==> config.mk <==
export PLATFORM = sky130hd
export DESIGN_NAME = uart_receiver_flat
export DESIGN_NICKNAME = d
export VERILOG_FILES = /design/src/rtl/uart_receiver_if.sv /design/src/rtl/uart_receiver.sv /design/src/flat_wrapper.sv
export SDC_FILE = /design/constraint.sdc
export NUM_CORES = 1
export LEC_CHECK = 0
export ABC_AREA = 1
export CAP_MARGIN = 20
export CELL_PAD_IN_SITES_DETAIL_PLACEMENT = 2
export CELL_PAD_IN_SITES_GLOBAL_PLACEMENT = 2
export CORE_ASPECT_RATIO = 0.5
export CORE_MARGIN = 2
export CORE_UTILIZATION = 32
export CTS_CLUSTER_SIZE = 24
export DETAILED_ROUTE_END_ITERATION = 10
export PLACE_DENSITY_LB_ADDON = 0.2
export SLEW_MARGIN = 0
export SYNTH_ARGS = -nofsm -noshare
export SYNTH_HDL_FRONTEND = slang
export SYNTH_SLANG_ARGS = --single-unit
==> constraint.sdc <==
create_clock -name clk -period 1.71 [get_ports clk]
set_input_delay 0.513 -clock clk [delete_from_list [all_inputs] [get_ports clk]]
set_output_delay 0.513 -clock clk [all_outputs]
set_load 0.02 [all_outputs]
==> src/rtl/uart_receiver_if.sv <==
// uart_receiver_if: bundles the serial input and the received-byte outputs of
// uart_receiver.
//   uart_rx       - serial line, idle high, asynchronous to the receiver clock
//   byte_data     - last correctly framed byte
//   byte_valid    - one-cycle pulse when byte_data is updated
//   framing_error - one-cycle pulse when the stop bit is sampled low
//   parity_error  - one-cycle pulse on an even-parity failure (0 when parity is off)
// Modports: master = the receiver, slave = line driver / byte consumer.
interface uart_receiver_if;
  logic       uart_rx;
  logic [7:0] byte_data;
  logic       byte_valid;
  logic       framing_error;
  logic       parity_error;

  modport master (
    input  uart_rx,
    output byte_data, byte_valid, framing_error, parity_error
  );

  modport slave (
    output uart_rx,
    input  byte_data, byte_valid, framing_error, parity_error
  );
endinterface

==> src/rtl/uart_receiver.sv <==
// uart_receiver: 8-bit asynchronous serial receiver, 1 start bit, 8 data bits
// LSB first, optional even parity bit, 1 stop bit.
// Ports:
//   clk - receiver clock, all state on the rising edge
//   rst - asynchronous active-high reset
//   bus - uart_receiver_if.master (uart_rx in; byte_data, byte_valid,
//         framing_error, parity_error out)
// Parameters: clk_mhz (clock in MHz), baud_rate (bits/s).
// Optional feature: define UART_RECEIVER_PARITY_EN to expect an even-parity bit
// after the data bits; otherwise the frame is 10 bits and parity_error is 0.
//
// state     | meaning
// IDLE      | line idle, waiting for rx_s low
// START     | half-period wait, then confirm start bit (glitch filter)
// DATA      | sample 8 data bits, one per bit period
// PARITY    | sample parity bit (only with parity enabled)
// STOP      | sample stop bit, report byte or error
// WAIT_HIGH | bad stop bit seen, wait for the line to return high
module uart_receiver #(
  parameter int clk_mhz   = 50,
  parameter int baud_rate = 115200
) (
  input logic             clk,
  input logic             rst,
  uart_receiver_if.master bus
);

  localparam int P    = (clk_mhz * 1000000) / baud_rate;
  localparam int HALF = P / 2;
  localparam int CW   = $clog2(P + 1);
  localparam logic [CW-1:0] P_M1    = CW'(P - 1);
  localparam logic [CW-1:0] HALF_M1 = CW'(HALF - 1);

  typedef enum logic [2:0] {IDLE, START, DATA, PARITY, STOP, WAIT_HIGH} state_t;

  state_t        state;
  logic          rx_meta;
  logic          rx_s;
  logic [CW-1:0] cnt;
  logic [2:0]    bit_idx;
  logic [7:0]    shreg;
  logic [7:0]    byte_data_r;
  logic          byte_valid_r;
  logic          framing_error_r;
`ifdef UART_RECEIVER_PARITY_EN
  logic          par_bit;
  logic          parity_error_r;
`endif

  // Synchronizer resets to 1 so a reset release never looks like a start edge.
  always_ff @(posedge clk or posedge rst) begin
    if (rst) begin
      rx_meta <= 1'b1;
      rx_s    <= 1'b1;
    end else begin
      rx_meta <= bus.uart_rx;
      rx_s    <= rx_meta;
    end
  end

  // cnt is a down-counter; a sample is taken on the cycle it is already 0,
  // so loading N-1 gives a sample exactly N cycles later.
  always_ff @(posedge clk or posedge rst) begin
    if (rst) begin
      state           <= IDLE;
      cnt             <= '0;
      bit_idx         <= '0;
      shreg           <= '0;
      byte_data_r     <= 8'h00;
      byte_valid_r    <= 1'b0;
      framing_error_r <= 1'b0;
`ifdef UART_RECEIVER_PARITY_EN
      par_bit         <= 1'b0;
      parity_error_r  <= 1'b0;
`endif
    end else begin
      byte_valid_r    <= 1'b0;
      framing_error_r <= 1'b0;
`ifdef UART_RECEIVER_PARITY_EN
      parity_error_r  <= 1'b0;
`endif
      case (state)
        IDLE: begin
          if (!rx_s) begin
            state <= START;
            cnt   <= HALF_M1;
          end
        end
        START: begin
          if (cnt != '0) begin
            cnt <= cnt - 1'b1;
          end else if (rx_s) begin
            state <= IDLE;
          end else begin
            state   <= DATA;
            cnt     <= P_M1;
            bit_idx <= '0;
          end
        end
        DATA: begin
          if (cnt != '0) begin
            cnt <= cnt - 1'b1;
          end else begin
            shreg <= {rx_s, shreg[7:1]};
            cnt   <= P_M1;
            if (bit_idx == 3'd7) begin
`ifdef UART_RECEIVER_PARITY_EN
              state <= PARITY;
`else
              state <= STOP;
`endif
            end else begin
              bit_idx <= bit_idx + 3'd1;
            end
          end
        end
        PARITY: begin
`ifdef UART_RECEIVER_PARITY_EN
          if (cnt != '0) begin
            cnt <= cnt - 1'b1;
          end else begin
            par_bit <= rx_s;
            cnt     <= P_M1;
            state   <= STOP;
          end
`else
          state <= IDLE;
`endif
        end
        STOP: begin
          if (cnt != '0) begin
            cnt <= cnt - 1'b1;
          end else if (!rx_s) begin
            // A bad stop bit dominates any parity failure.
            framing_error_r <= 1'b1;
            state           <= WAIT_HIGH;
          end
`ifdef UART_RECEIVER_PARITY_EN
          else if (^{shreg, par_bit}) begin
            parity_error_r <= 1'b1;
            state          <= IDLE;
          end
`endif
          else begin
            byte_data_r  <= shreg;
            byte_valid_r <= 1'b1;
            state        <= IDLE;
          end
        end
        WAIT_HIGH: begin
          if (rx_s) state <= IDLE;
        end
        default: state <= IDLE;
      endcase
    end
  end

  assign bus.byte_data     = byte_data_r;
  assign bus.byte_valid    = byte_valid_r;
  assign bus.framing_error = framing_error_r;
`ifdef UART_RECEIVER_PARITY_EN
  assign bus.parity_error  = parity_error_r;
`else
  assign bus.parity_error  = 1'b0;
`endif

endmodule

==> src/flat_wrapper.sv <==
// flat-port wrapper written by rule: the top's interface ports become plain ports
module uart_receiver_flat 
#(
  parameter int clk_mhz   = 50,
  parameter int baud_rate = 115200
)
  (clk, rst, bus_uart_rx, bus_byte_data, bus_byte_valid, bus_framing_error, bus_parity_error);
  uart_receiver_if bus_i ();
  input logic clk;
  input logic rst;
  input wire logic [$bits(bus_i.uart_rx)-1:0] bus_uart_rx;
  output wire logic [$bits(bus_i.byte_data)-1:0] bus_byte_data;
  output wire logic [$bits(bus_i.byte_valid)-1:0] bus_byte_valid;
  output wire logic [$bits(bus_i.framing_error)-1:0] bus_framing_error;
  output wire logic [$bits(bus_i.parity_error)-1:0] bus_parity_error;
  assign bus_i.uart_rx = bus_uart_rx;
  assign bus_byte_data = bus_i.byte_data;
  assign bus_byte_valid = bus_i.byte_valid;
  assign bus_framing_error = bus_i.framing_error;
  assign bus_parity_error = bus_i.parity_error;
  uart_receiver #(.clk_mhz(clk_mhz), .baud_rate(baud_rate)) u_core (.clk(clk), .rst(rst), .bus(bus_i));
endmodule
==> summary by stage <==
Timing
The number of hold violations in the final report came to 0. After layout, the worst path uses 93.8% of the clock period. The final worst-path setup slack is 0.105 ns. The post-layout minimum cycle time is 1.60 ns. Setup violations remaining at the end of the flow were counted as 0. The clock arrives with 0.00675 ns of skew. The final max-slew violation count is 0.

Static timing analysis puts the maximum clock frequency at 0.623 GHz.

Routing
The count of routing violations after the opening detailed-route iteration is 12. For this run, design rule violations remaining after detail routing come to 0. In the routed layout, each cell is associated on average with a via count of 4.78. The overall via count from detail_route is 1512. The routed wirelength normalized by instance count is 15.3 um. The post-detailed-routing wire length is 4.85 mm. The count of nets left with antenna violations once routing finished came out at 0.

The first TritonRoute pass finished after 4 iterations.

Placement
Buffers placed on the I/O ports in this run total 12. Prior to clock tree synthesis, the placed netlist has a worst setup slack of -0.0247 ns. Summing all placed instances gives a cell area of 2130 um2. The total half-perimeter wirelength after legalization and detailed placement is 3.57 mm. The final weighted congestion in routability-driven placement is 0.762. After detailed placement, the design holds a cell count of 305.

Die
The cell row count is 19. The effective utilization at floorplan is 33.7%. The number of I/O pins is 14. The die height is 58.1 um. The die is 112 um wide. The die covers 6530 um2. The placeable core area is 5560 um2.

Critical path
The arrival time of the worst setup path is 1.76 ns. On the critical path the largest part of the delay comes from simple AND/OR/NAND/NOR gates. The delay of the slowest cell on the worst path is 0.40 ns. The worst setup path is of the flip-flop to flip-flop kind. Data on the critical path is required at its endpoint by 1.87 ns. The top fanout value on the critical path is 9. The worst setup path is captured at a flip-flop. The worst path buffer plus inverter count is 2. The cell with the largest stage delay on the worst path is dfrtp_1.

The signal on the critical path passes through inv_2 > ha_2 > nand2_2 > nor2_4 > nand2_4 > a21oi_1 > nor2_2 > buf_4 > nand2_1 > o21ai_1. The type of origin of the critical path is a flip-flop.

Global routing
The initial antenna violation count is 0. The residual overflow from global routing is 0. The total routing resource utilization after global routing is 16.8%.

Entering global routing, the biggest net connects 36 pins. The first global-routing pass estimated 8.29 mm of wire. The number of global-route vias before repair came to 1690.

Yosys
Synthesis inferred 35 register bits. The synthesized instance count is 217. Yosys mapped the design onto 28 distinct sky130hd cell types. The post-synth design cell area is 1880 um2.

The number of warnings printed during yosys synthesis is 0. The total nets after synthesis is 223. The average footprint of a synthesized cell is 8.64 um2.

The fraction of the yosys area taken by sequential cells is 46.8%.

Clock network
The tree is rooted in a clkbuf_16. The number of hold buffers added after CTS is 0. The clock sink total is 35. TritonCTS built the clock tree. The clock-pin slew on the worst setup and hold paths is 0.06 ns.

The H-tree level count is 2. The clock passes through at most 2 buffers. Counting the buffers created by CTS gives 5. At the later pin of the worst-skew pair, clock insertion delay measures 0.28 ns.

Pwr
The analysis attributes to cell leakage a power of 1.18 nW. The peak ir drop on the vdd network is 0.387 mV. The total power density per cell area is 780 nW/um2.

Layout
The final standard cell area without fillers is 2330 um2. For this run, the post-layout net count is 248. The area added between synthesis and finish is 24.1%. The antenna diode count is 0. The share of cells above drive strength 1 is 30.5%. The final instance count without filler cells is 316. The final core area utilization is 41.8%.

Job
The count of maximum capacitance violations is 0.

Run status
The flow ran to the end, and the final reports show no timing, DRC or antenna violations.

Worst hold path
The type of the tightest min-delay check is flip-flop to flip-flop.
layer usage:
metal	GRT usage [%]	share of wire (%)
met1	19.2	44
met2	31.8	52
met3	3.45	2.6
met4	5.75	1.1
met5	0	0
sequential cells by signal (all words and copies together), names as in the netlist:
| register | cells |
|---|---|
| u_core.cnt | 9 |
| u_core.bus.byte_data | 8 |
| u_core.shreg | 8 |
| u_core.bit_idx | 3 |
| u_core.state | 3 |
| u_core.bus.byte_valid | 1 |
| u_core.bus.framing_error | 1 |
| u_core.rx_meta | 1 |
| u_core.rx_s | 1 |
path summary, 6_finish.rpt:
check / from / endpoint / slack (ns) / cells after the start
hold reg to reg: u_core.rx_meta / u_core.rx_s / 0.37 / 0
setup reg to reg: u_core.cnt[0] / u_core.cnt[3] / 0.11 / 10
min in group asynchronous: rst / u_core.bus.byte_valid / 0.59 / 3
setup / recovery: u_core.cnt[0] / u_core.cnt[3] / 0.11 / 10
hold / removal: u_core.rx_meta / u_core.rx_s / 0.37 / 0
max in group asynchronous: rst / u_core.rx_s / 0.88 / 3
power breakdown:
part / switching, mW / internal (mW)
clock: 0.359 / 0.582
combinational: 0.0267 / 0.0123
sequential: 0.00290 / 0.833
total: 0.389 / 1.43
cells in the final DEF (no fill, tap or decap):
| cell | instances |
|---|---|
| nand2_1 | 62 |
| dfrtp_1 | 32 |
| inv_1 | 21 |
| o21ai_2 | 17 |
| nand3_1 | 12 |
| dlygate4sd2_1 | 10 |
| nand2_2 | 9 |
| inv_2 | 8 |
| nor2_4 | 8 |
| nor2_1 | 7 |
| buf_4 | 7 |
| o21ai_1 | 5 |
| clkbuf_16 | 5 |
| nand2_4 | 4 |
| nor2_2 | 3 |
| o21ai_0 | 3 |
| nor3_2 | 2 |
| nand3b_1 | 2 |
| a21oi_1 | 2 |
| xor2_1 | 2 |
| nand4_1 | 2 |
| ha_1 | 2 |
| clkdlybuf4s50_1 | 2 |
| buf_12 | 2 |
| dfstp_2 | 2 |
| nand3_4 | 1 |
| nor4_1 | 1 |
| nand3_2 | 1 |
| o22ai_1 | 1 |
| o211ai_1 | 1 |
| o31ai_1 | 1 |
| ha_2 | 1 |
| conb_1 | 1 |
| clkbuf_8 | 1 |
| clkinvlp_4 | 1 |
| clkinv_4 | 1 |
| dfrtp_2 | 1 |
cell type report:
cell class | count | area [um2]
fillers | 627 | 3240
multi-input cells | 150 | 892
flip-flops and latches | 35 | 880
repair buffers | 21 | 200
clock buffers | 6 | 139
inverters | 29 | 109
well taps | 73 | 91.3
clock inverters | 2 | 16.3
Yosys cell counts:
cell type	n	area share, %
nand2_1	62	12
dfrtp_1	33	44
inv_1	24	4.8
o21ai_2	16	7.5
nand3_1	12	3.2
nand2_2	9	3.0
nor2_1	9	1.8
inv_2	5	1.0
nor2_4	5	3.0
o21ai_1	5	1.3
nand2_4	4	2.4
nor2_2	4	1.3
o21ai_0	4	1.1
ha_1	3	2.0
a21oi_1	2	0.53
buf_6	2	1.2
dfstp_2	2	2.8
nand3_2	2	1.1
nand3b_1	2	0.80
nand4_1	2	0.67
nor3_2	2	1.1
xor2_1	2	0.93
buf_4	1	0.40
conb_1	1	0.20
nor4_1	1	0.33
o211ai_1	1	0.40
o22ai_1	1	0.33
o31ai_1	1	0.40
timing repair:
action / 4_1_cts / 5_1_grt
buffers inserted: 0 / 3
pin swaps: 0 / 2
gates resized for setup: 12 / 11
setup endpoints to repair: 12 / 20
cells by family (layout without fill, tap and decap cells):
family	count (synthesis)	count (layout)	synth area share, %
compound gates	30	30	11.5
xor+xnor	2	2	0.934
fa+ha+maj	3	3	2.00
buf+inv	32	58	7.41
flops	35	35	46.8
other cells	1	1	0.200
simple gates	114	114	31.1
through the flow:
| step | power [mW] | hold WS (ns) | TNS, ns |
|---|---|---|---|
| 2_1_floorplan | 0.870 | 0.345 | 0 |
| 3_3_place_gp | 0.889 | 0.348 | 0 |
| 3_5_place_dp | 0.890 | 0.359 | -0.0254 |
| 4_1_cts | 1.85 | 0.371 | 0 |
| 5_1_grt | 1.88 | 0.374 | -0.0261 |
| 6_report | 1.82 | 0.369 | 0 |
(Power assumes the default switching activity.)
